<file path="src/rtl/if_fetch_unit.sv">
// if_fetch_unit: PC register, IF/ID register and a BOOT/RUN/HOLD fetch FSM.
// Define FETCH_JAL_PREDECODE_EN to steer fetch to JAL targets early.
module if_fetch_unit #(
    parameter int            AW       = 10,
    parameter logic [AW-1:0] RESET_PC = '0
) (
    input  logic          CLK,
    input  logic          RST,
    output logic [AW-1:0] iaddr,
    input  logic [31:0]   idata,
    input  logic          stall,
    input  logic          redirect,
    input  logic [AW-1:0] redirect_pc,
    output logic          if_valid,
    output logic [31:0]   if_instr,
    output logic [AW-1:0] if_pc,
    output logic          if_pred_taken,
    output logic [31:0]   fetch_cnt
);

    localparam logic [31:0] NOP = 32'h0000_0013;

    typedef enum logic [1:0] {
        BOOT,
        RUN,
        HOLD
    } state_t;

    typedef struct packed {
        logic          valid;
        logic [31:0]   instr;
        logic [AW-1:0] pc;
        logic          pred_taken;
    } if_id_t;

    state_t        state_q;
    state_t        state_d;
    logic [AW-1:0] pc_q;
    logic [AW-1:0] pc_d;
    if_id_t        ifid_q;
    if_id_t        ifid_d;
    if_id_t        bubble;
    logic [31:0]   cnt_q;
    logic [31:0]   cnt_d;
    logic [31:0]   cnt_inc;

    logic          do_redirect;
    logic          do_boot;
    logic          do_hold;
    logic          do_fetch;

    logic [AW-1:0] seq_pc;
    logic [AW-1:0] jal_pc;
    logic          jal_hit;

    // Exactly one action per cycle; redirect outranks boot, stall and fetch.
    assign do_redirect = redirect;
    assign do_boot     = !redirect && (state_q == BOOT);
    assign do_hold     = !redirect && (state_q != BOOT) && stall;
    assign do_fetch    = !redirect && (state_q != BOOT) && !stall;

    assign seq_pc  = pc_q + AW'(1);
    assign cnt_inc = (cnt_q == 32'hFFFF_FFFF) ? cnt_q : cnt_q + 32'd1;

`ifdef FETCH_JAL_PREDECODE_EN
    localparam logic [6:0] OP_JAL = 7'b110_1111;

    // Word offset is imm[20:2]; imm[1] set means a half-word target.
    logic [18:0] jal_woff;

    assign jal_woff = {idata[31], idata[19:12], idata[20], idata[30:22]};
    assign jal_hit  = (idata[6:0] == OP_JAL) && !idata[21];
    assign jal_pc   = pc_q + AW'($signed(jal_woff));
`else
    assign jal_hit = 1'b0;
    assign jal_pc  = seq_pc;
`endif

    always_ff @(posedge CLK) begin
        if (RST) begin
            state_q <= BOOT;
        end else begin
            state_q <= state_d;
        end
    end

    always_comb begin
        state_d = state_q;
        unique case (state_q)
            BOOT:      state_d = RUN;
            RUN, HOLD: state_d = do_hold ? HOLD : RUN;
            default:   state_d = BOOT;
        endcase
    end

    always_comb begin
        bubble = '{
            valid:      1'b0,
            instr:      NOP,
            pc:         pc_q,
            pred_taken: 1'b0
        };
        pc_d   = pc_q;
        ifid_d = ifid_q;
        cnt_d  = cnt_q;
        unique case (1'b1)
            do_redirect: begin
                pc_d   = redirect_pc;
                ifid_d = bubble;
            end
            do_boot: begin
                ifid_d = bubble;
            end
            do_hold: begin
                pc_d = pc_q;
            end
            do_fetch: begin
                pc_d   = jal_hit ? jal_pc : seq_pc;
                ifid_d = '{
                    valid:      1'b1,
                    instr:      idata,
                    pc:         pc_q,
                    pred_taken: jal_hit
                };
                cnt_d  = cnt_inc;
            end
            default: begin
                pc_d = pc_q;
            end
        endcase
    end

    always_ff @(posedge CLK) begin
        if (RST) begin
            pc_q   <= RESET_PC;
            ifid_q <= '{
                valid:      1'b0,
                instr:      NOP,
                pc:         RESET_PC,
                pred_taken: 1'b0
            };
            cnt_q  <= '0;
        end else begin
            pc_q   <= pc_d;
            ifid_q <= ifid_d;
            cnt_q  <= cnt_d;
        end
    end

    assign iaddr         = pc_q;
    assign if_valid      = ifid_q.valid;
    assign if_instr      = ifid_q.instr;
    assign if_pc         = ifid_q.pc;
    assign if_pred_taken = ifid_q.pred_taken;
    assign fetch_cnt     = cnt_q;

endmodule

</file>
<file path="config.mk">
export PLATFORM = sky130hd
export DESIGN_NAME = if_fetch_unit
export DESIGN_NICKNAME = d
export VERILOG_FILES = /design/src/rtl/if_fetch_unit.sv
export SDC_FILE = /design/constraint.sdc
export NUM_CORES = 1
export LEC_CHECK = 0
export CAP_MARGIN = 20
export CORE_ASPECT_RATIO = 1.2
export CORE_MARGIN = 4
export CORE_UTILIZATION = 40
export DETAILED_ROUTE_END_ITERATION = 6
export PLACE_DENSITY = 0.73
export SLEW_MARGIN = 20
export SYNTH_ARGS = -nofsm -noshare
export SYNTH_HDL_FRONTEND = slang
export SYNTH_SLANG_ARGS = --single-unit
</file>
<file path="constraint.sdc">
create_clock -name CLK -period 5.82 [get_ports CLK]
set_clock_uncertainty 0.2 [all_clocks]
set_input_delay 0.582 -clock CLK [delete_from_list [all_inputs] [get_ports CLK]]
set_output_delay 0.582 -clock CLK [all_outputs]
set_load 0.005 [all_outputs]
</file>
**Word-level counts from Yosys, hierarchy flattened**

Cells that the tools add are included.

- Bits of input ports: 46
- Logic and storage cells: 30
- Output and inout bits: 86
- Register bits after elaboration: 88

- $add $sub $neg: 2
- Bitwise gates (word level): 1
- Mux-type cells: 4
- Reductions and logical operators: 13
- Equality and inequality tests: 3

Operators with widths:

| operator | count |
|---|---|
| one-hot mux 44 bit (2 select lines) | 1 |
| adder 32 x 1 -> 32 bit (second input constant) | 1 |
| == test 32 bit (second input constant) | 1 |
| one-hot mux 10 bit (2 select lines) | 1 |
| adder 10 x 1 -> 10 bit (second input constant) | 1 |
| nonzero test 2 bit | 3 |
| logical AND 1 bit | 4 |
| one-hot mux 2 bit (2 select lines) | 1 |
| OR reduction 2 bit | 2 |
| == test 2 x 1 -> 1 bit (second input constant) | 1 |
| == test 2 bit (second input constant) | 1 |
| logical NOT 1 bit | 2 |
| logical NOT 2 bit | 1 |
| 2-to-1 mux 2 bit | 1 |
| AND reduction 2 bit | 1 |
| inverter 1 bit | 1 |

**Logic depth before layout (Yosys ltp)**

Gate-level depths: netlist of the first run.

- Word-level depth: 5
- Gate-level depth with buffers: 8
- Depth with buffers taken out: 7

**Worst setup path before layout of the first run**

Ideal clock, no wire load.

- Kind: flip-flop to flip-flop
- From: reg state_q[0]
- To: reg cnt_q[29] (netlist: fetch_cnt[29])
- Library setup time: 123 ps
- Arrival time: 1792 ps
- Clock period less this slack: 2116 ps
- Slack: 3704 ps
- Buffers on the path: 1
- Stages on the path, launching flop included: 8
- Required time: 5497 ps
- Cell sequence: dfxtp_1 > inv_1 > ha_1 > nor3_4 > nand4_1 > clkbuf_1 > nor4_2 > mux2_1

- Word-level cells in the longest chain between the ends: 4

RTL lines:

| element | RTL line | text |
|---|---|---|
| start, declared | 36 | `state_t state_q;` |
| start signal, assigned | 83 | `state_q <= state_d;` |
| nonzero test 2 bit | 60 | `assign do_fetch = !redirect && (state_q != BOOT) && !stall;` |
| logical AND 1 bit (2 in series) | 60 |  |
| AND reduction 2 bit (no source line) | -- |  |
| end signal, assigned | 146 | `cnt_q <= cnt_d;` |
| end, declared | 43 | `logic [31:0] cnt_q;` |

No other way between the ends.
A chain may end at the register's enable or synchronous reset.

**Final worst setup path of the first run**

- From: in redirect
- To: reg cnt_q[27] (netlist: fetch_cnt[27])

- Word-level cells in the longest chain between the ends: 4

RTL lines:

| element | RTL line | text |
|---|---|---|
| start, declared | 12 | `input logic redirect,` |
| logical NOT 1 bit | 60 |  |
| logical AND 1 bit (2 in series) | 60 |  |
| AND reduction 2 bit (no source line) | -- |  |

No other way between the ends.

==> impl_metrics.yaml, run 1 <==
status:
  status: "finished clean"
power:
  p_per_area_nw_per_um2: 212
  p_comb_share_pct: 10.2
  p_seq_share_pct: 55.0
  switching_share_pct: 24.4
  ir_drop_v: 0.0000987
  p_clk_share_pct: 34.8
  p_leak_nw: 1.86
  p_sw_w: 0.000275
  power.internal_w: 0.000852
placement:
  placedCellCount: 653
  port_buffers: 130
  place_congestion: 0.790
  dp_hpwl_um: 7240
worst_setup_path:
  cp.arrival_ns: 3.10
  cpPeakStageDelay_ns: 0.79
  crit_path_cell_trace: "clkdlybuf4s50_1 -> nor3_4 -> nand4_1 -> o311ai_0 -> o41ai_1"
  cp_max_fo: 20
  r2r_slack_ns: 3.21
  required_ns: 5.83
  crit_slowest_cell: "clkdlybuf4s50_1"
  start_kind: "input port"
  cp-end-kind: "register"
  critPathKind: "in2reg"
sta:
  finalHoldViolations: 0
  maxSlewHeadroom_pct: 32.7
  worst_pin_slew_ns: 1.01
  tns_ns: 0
  max_freq_mhz: 323
  rsz0062_at_grt: "no"
  final_max_slew_viol_count: 0
  setup-violations-final: 0
  period_needed_ns: 3.09
  finalCritPeriodShare_pct: 53.1
  hold_slack_ns: 0.257
drt:
  drtIter0Drc: 213
  drc: 0
  postRouteAntennaNets: 0
  routed_wl_um: 10200
  vias_per_cell: 5.38
  wl_per_cell_um: 15.3
  drt-pass1-iter-count: 5
  vias: 3600
synthesis:
  syn_inst: 436
  syn_area_per_cell_sq_um: 8.80
  syn-cell-area_sq_um: 3840
  synth.distinct_cells: 52
  synth_nets: 486
  synth_flop_cell: "dfxtp_1"
  ys_ff_latch: 87
  synth_warnings: 0
  ys_seq_area_share_pct: 45.4
  synth_edf_count: 0
  synthArstFlopShare_pct: 0
cts:
  cts_root_buffer: "clkbuf_8"
  cts_buffers: 9
  cts.sinks: 87
  cts_tree: "built"
  h-tree-depth: 3
  cts_hold_buf: 0
  insertion_delay_ns: 0.35
  cts_buffer_depth: 2
  cts.clk_slew.worst_paths_ns: 0.09
  postCtsSetupRepairBufs: 0
  cts_resized: 0
floorplanning:
  io_pins: 132
  row_count: 38
  die_area_sq_um: 11200
  die-width_um: 97.4
  core_area_sq_um: 9220
  start_util_pct: 41.6
  fp.dieH_um: 115
cells_and_area:
  layout.nets: 594
  drive_above_1_share_pct: 6.56
  final_cell_mix: "129 x clkdlybuf4s50_1, 87 x dfxtp_1, 60 x nor2_1, 47 x nand2_1, 30 x a22oi_1"
  final_util_pct: 57.6
  multiInputGateArea_sq_um: 1890
  area.growth.synth_to_final_pct: 38.4
  fin_cells: 669
  diodes: 0
  layout_commonest_cell: "clkdlybuf4s50_1"
  regArea_sq_um: 1740
  fillers: 853
global_routing:
  grt_overflow_total: 0
  grt_max_degree: 57
  groute.usage.overall_pct: 17.9
  grt_pass1_vias: 3436
  antenna_found_initial: 0
  grt_first_pass_wirelength_um: 16700
worst_hold_path:
  hold_class: "reg2reg"
run:
  drv_cap: 0
## power by group through the flow
stage                     Sequential [W]  Combinational [W]  Clock, W
after floorplan                 0.000632          0.0000548         0
after global placement          0.000633           0.000114         0
after detailed placement        0.000633           0.000115         0
after CTS                       0.000620           0.000117  0.000404
after global routing            0.000622           0.000126  0.000433
final                           0.000620           0.000115  0.000393
## final timing paths
path	start	end	cells after the start
worst min-delay path	if_pc[3]	if_pc[3]	2
worst min register to register	if_pc[3]	if_pc[3]	2
worst max-delay path	redirect	fetch_cnt[27]	5
worst max register to register	state_q[0]	fetch_cnt[27]	6
## layout make-up
| class | instances | area share, % |
|---|---|---|
| clock buffer | 12 | 2.92 |
| clock inverter | 4 | 0.542 |
| inverter | 7 | 0.495 |
| multi-input combinational | 306 | 35.6 |
| sequential | 87 | 32.8 |
| tap | 120 | 2.83 |
| timing repair buffer | 133 | 24.8 |
## worst max-delay path: cells and delay by family
kind / cells / cell delay (ns)
and+or+nand+nor: 2 / 1.00
buffers and inverters: 1 / 0.79
AOI/OAI and AO/OA: 2 / 0.72
## synth_stat cells (3+ instances only)
library cell / n / share of area (%)
o311ai_0: 7 / 1.6
or2_2: 3 / 0.49
xnor2_1: 6 / 1.4
o31ai_1: 3 / 0.59
nand4_1: 9 / 1.5
buf_4: 11 / 2.2
dfxtp_1: 87 / 45
nor2b_1: 3 / 0.49
or4_1: 5 / 0.98
nor4_1: 5 / 0.82
a22oi_1: 30 / 5.9
nor3_1: 4 / 0.52
o211ai_1: 3 / 0.59
o41ai_1: 4 / 0.91
o22ai_1: 3 / 0.49
xor2_1: 9 / 2.1
and2_1: 3 / 0.49
inv_1: 7 / 0.68
o21ai_0: 14 / 1.8
nand2_1: 47 / 4.6
or3_1: 7 / 1.1
and4_1: 6 / 1.4
ha_1: 4 / 1.3
o21a_1: 3 / 0.59
nor2_1: 60 / 5.9
a221oi_1: 3 / 0.68
a21oi_1: 25 / 3.3
and3_1: 5 / 0.82
nand3_1: 9 / 1.2
clkbuf_1: 22 / 2.2
## per-layer routing
layer,global-route usage (%),vias up,routed length (um)
met2,32.0,105,5110
met1,21.3,1699,4360
met4,6.83,0,157
met5,0,-,0
li1,-,1784,-
met3,3.70,12,614
## registers in the layout, indices dropped and copies added (netlist names)
name and flops:
fetch_cnt 32, if_instr 32, iaddr 10, if_pc 10, state_q 2, if_valid 1
## cells by family (layout without fill, tap and decap cells)
family / count (synthesis) / count (layout) / share of synthesized area [%]
multiplexers: 4 / 4 / 1.11
flip-flops: 87 / 87 / 45.4
adder cells (fa/ha/maj): 4 / 4 / 1.30
other: 1 / 1 / 0.0977
AND/OR/NAND/NOR: 180 / 180 / 24.6
XOR/XNOR: 15 / 15 / 3.42
buffers and inverters: 43 / 156 / 5.48
AO/OA/AOI/OAI: 102 / 102 / 18.7
## through the flow
step / total power, W / instance area (sq um) / worst slack, ns
final: 0.00113 / 5310 / 2.73
after CTS: 0.00114 / 5310 / 2.69
after global placement: 0.000747 / 5130 / 2.53
after floorplan: 0.000687 / 3840 / 3.70
after detailed placement: 0.000749 / 5130 / 2.42
after global routing: 0.00118 / 5310 / 2.54
(Power assumes the default switching activity.)
==> run 2: changes to the inputs <==
--- a/config.mk
+++ b/config.mk
@@ -10,7 +10,7 @@
 export CORE_MARGIN = 4
 export CORE_UTILIZATION = 40
 export DETAILED_ROUTE_END_ITERATION = 6
-export PLACE_DENSITY = 0.73
+export PLACE_DENSITY = 0.76
 export SLEW_MARGIN = 20
 export SYNTH_ARGS = -nofsm -noshare
 export SYNTH_HDL_FRONTEND = slang
==> constraint.sdc (replaced) <==
create_clock -name CLK -period 2.6 [get_ports CLK]
set_clock_uncertainty 0.2 [all_clocks]
set_input_delay 0.26 -clock CLK [delete_from_list [all_inputs] [get_ports CLK]]
set_output_delay 0.26 -clock CLK [all_outputs]
set_load 0.005 [all_outputs]
==> impl_metrics.yaml, run 2 (synthesized netlist as in run 1, its figures left out) <==
status:
  status: "finished clean"
drt:
  vias: 3633
  drtIter0Drc: 155
  wl_per_cell_um: 15.4
  postRouteAntennaNets: 0
  vias_per_cell: 5.37
  drt-pass1-iter-count: 5
  routed_wl_um: 10400
  drc: 0
run:
  drv_cap: 0
sta:
  worst_pin_slew_ns: 0.506
  rsz0062_at_grt: "no"
  setup-violations-final: 0
  final_max_slew_viol_count: 0
  maxSlewHeadroom_pct: 66.2
  finalCritPeriodShare_pct: 87.1
  period_needed_ns: 2.27
  tns_ns: 0
  finalHoldViolations: 0
  hold_slack_ns: 0.113
  max_freq_mhz: 441
power:
  ir_drop_v: 0.000268
  p_clk_share_pct: 38.4
  switching_share_pct: 23.4
  power.internal_w: 0.00205
  p_leak_nw: 1.91
  p_seq_share_pct: 51.8
  p_sw_w: 0.000627
  p_per_area_nw_per_um2: 495
  p_comb_share_pct: 9.9
worst_setup_path:
  cp.buffers_inverters: 0
  r2r_slack_ns: 0.33
  start_kind: "register"
  cpPeakStageDelay_ns: 0.41
  cp.arrival_ns: 2.30
  cp_top_family: "simple AND/OR/NAND/NOR gates"
  critPathKind: "reg2reg"
  rr_endpoint: "fetch_cnt[29]"
  crit_path_cell_trace: "and4_1 -> nand2_1 -> or2_4 -> nor4_2 -> mux2_1"
  reg2reg_depth: 5
  cp_max_fo: 9
  timing.rr.start: "fetch_cnt[8]"
  crit_slowest_cell: "dfxtp_1"
  required_ns: 2.63
  cp-end-kind: "register"
cells_and_area:
  layout_commonest_cell: "clkdlybuf4s50_1"
  fin_cells: 677
  layout.nets: 602
  diodes: 0
  area.growth.synth_to_final_pct: 41.0
  final_cell_mix: "129 x clkdlybuf4s50_1, 87 x dfxtp_1, 60 x nor2_1, 47 x nand2_1, 30 x a22oi_1"
  drive_above_1_share_pct: 8.08
  fillers: 860
cts:
  postCtsSetupRepairBufs: 0
  cts_root_buffer: "clkbuf_8"
  cts_buffers: 9
  h-tree-depth: 3
  insertion_delay_ns: 0.35
  cts_hold_buf: 0
  cts_tree: "built"
  cts_resized: 0
  cts.clk_slew.worst_paths_ns: 0.09
  cts.sinks: 87
  cts_buffer_depth: 2
floorplanning:
  start_util_pct: 41.6
  core_area_sq_um: 9220
  row_count: 38
  io_pins: 132
  die-width_um: 97.4
  die_area_sq_um: 11200
  fp.dieH_um: 115
placement:
  placedCellCount: 661
  port_buffers: 130
  dp_hpwl_um: 7580
  place_congestion: 0.872
worst_hold_path:
  hold_path_depth: 2
  whs_endpoint: "fetch_cnt[24]"
  min_from: "RST"
  hold_class: "in2reg"
global_routing:
  groute.usage.overall_pct: 18.6
  grt_overflow_total: 0
  antenna_found_initial: 0
  grt_pass1_vias: 3547
  grt_max_degree: 34
  grt_first_pass_wirelength_um: 17100
## run 2: final cells by class
class,instances,area [sq um],area share [%]
clock buffers,9,124,2.29
clock inverters,7,97.6,1.80
inverters,7,26.3,0.486
multi-input cells,306,1890,35.0
flip-flops and latches,87,1740,32.2
well taps,120,150,2.78
repair buffers,141,1380,25.5
## run 2: worst max path at each step
stage | from | end | cells after the start | slack, ns
2_1_floorplan | state_q[0] | fetch_cnt[29] | 7 | 0.48
3_3_place_gp | stall | iaddr[8] | 8 | 0.26
3_5_place_dp | stall | fetch_cnt[25] | 6 | 0.24
4_1_cts | fetch_cnt[8] | fetch_cnt[29] | 5 | 0.30
5_1_grt | state_q[0] | iaddr[8] | 9 | 0.14
6_report | fetch_cnt[8] | fetch_cnt[29] | 5 | 0.33
## run 2: power by group through the flow
stage | combinational (W) | clock, W | sequential (W)
after floorplan | 0.000123 | 0 | 0.00141
after global placement | 0.000259 | 0 | 0.00142
after detailed placement | 0.000265 | 0 | 0.00142
after CTS | 0.000267 | 0.00106 | 0.00139
after global routing | 0.000289 | 0.00111 | 0.00139
final | 0.000264 | 0.00103 | 0.00139
## run 2: metrics by stage
step / area [sq um] / power [W] / utilization, % / setup slack [ns]
6_report: 5410 / 0.00268 / 58.6 / 0.334
5_1_grt: 5410 / 0.00279 / 58.6 / 0.136
3_5_place_dp: 5190 / 0.00168 / 56.2 / 0.236
3_3_place_gp: 5190 / 0.00168 / 56.2 / 0.265
2_1_floorplan: 3840 / 0.00154 / - / 0.484
4_1_cts: 5410 / 0.00271 / 58.6 / 0.304
## run 2: routing by layer
metal,vias up,part of all wire (%),track usage (%)
li1,1807,-,-
met1,1705,42,22.2
met2,104,51,32.5
met3,17,4.7,3.34
met4,0,2.3,8.77
met5,-,0,0
==> run 3: changes to the inputs <==
--- a/config.mk
+++ b/config.mk
@@ -10,6 +10,7 @@
 export CORE_MARGIN = 4
 export CORE_UTILIZATION = 40
 export DETAILED_ROUTE_END_ITERATION = 6
+export GPL_ROUTABILITY_DRIVEN = 0
 export PLACE_DENSITY = 0.76
 export SLEW_MARGIN = 20
 export SYNTH_ARGS = -nofsm -noshare
==> results of run 3 <==
The final DEF is identical to that of run 2; final timing and power are the same.
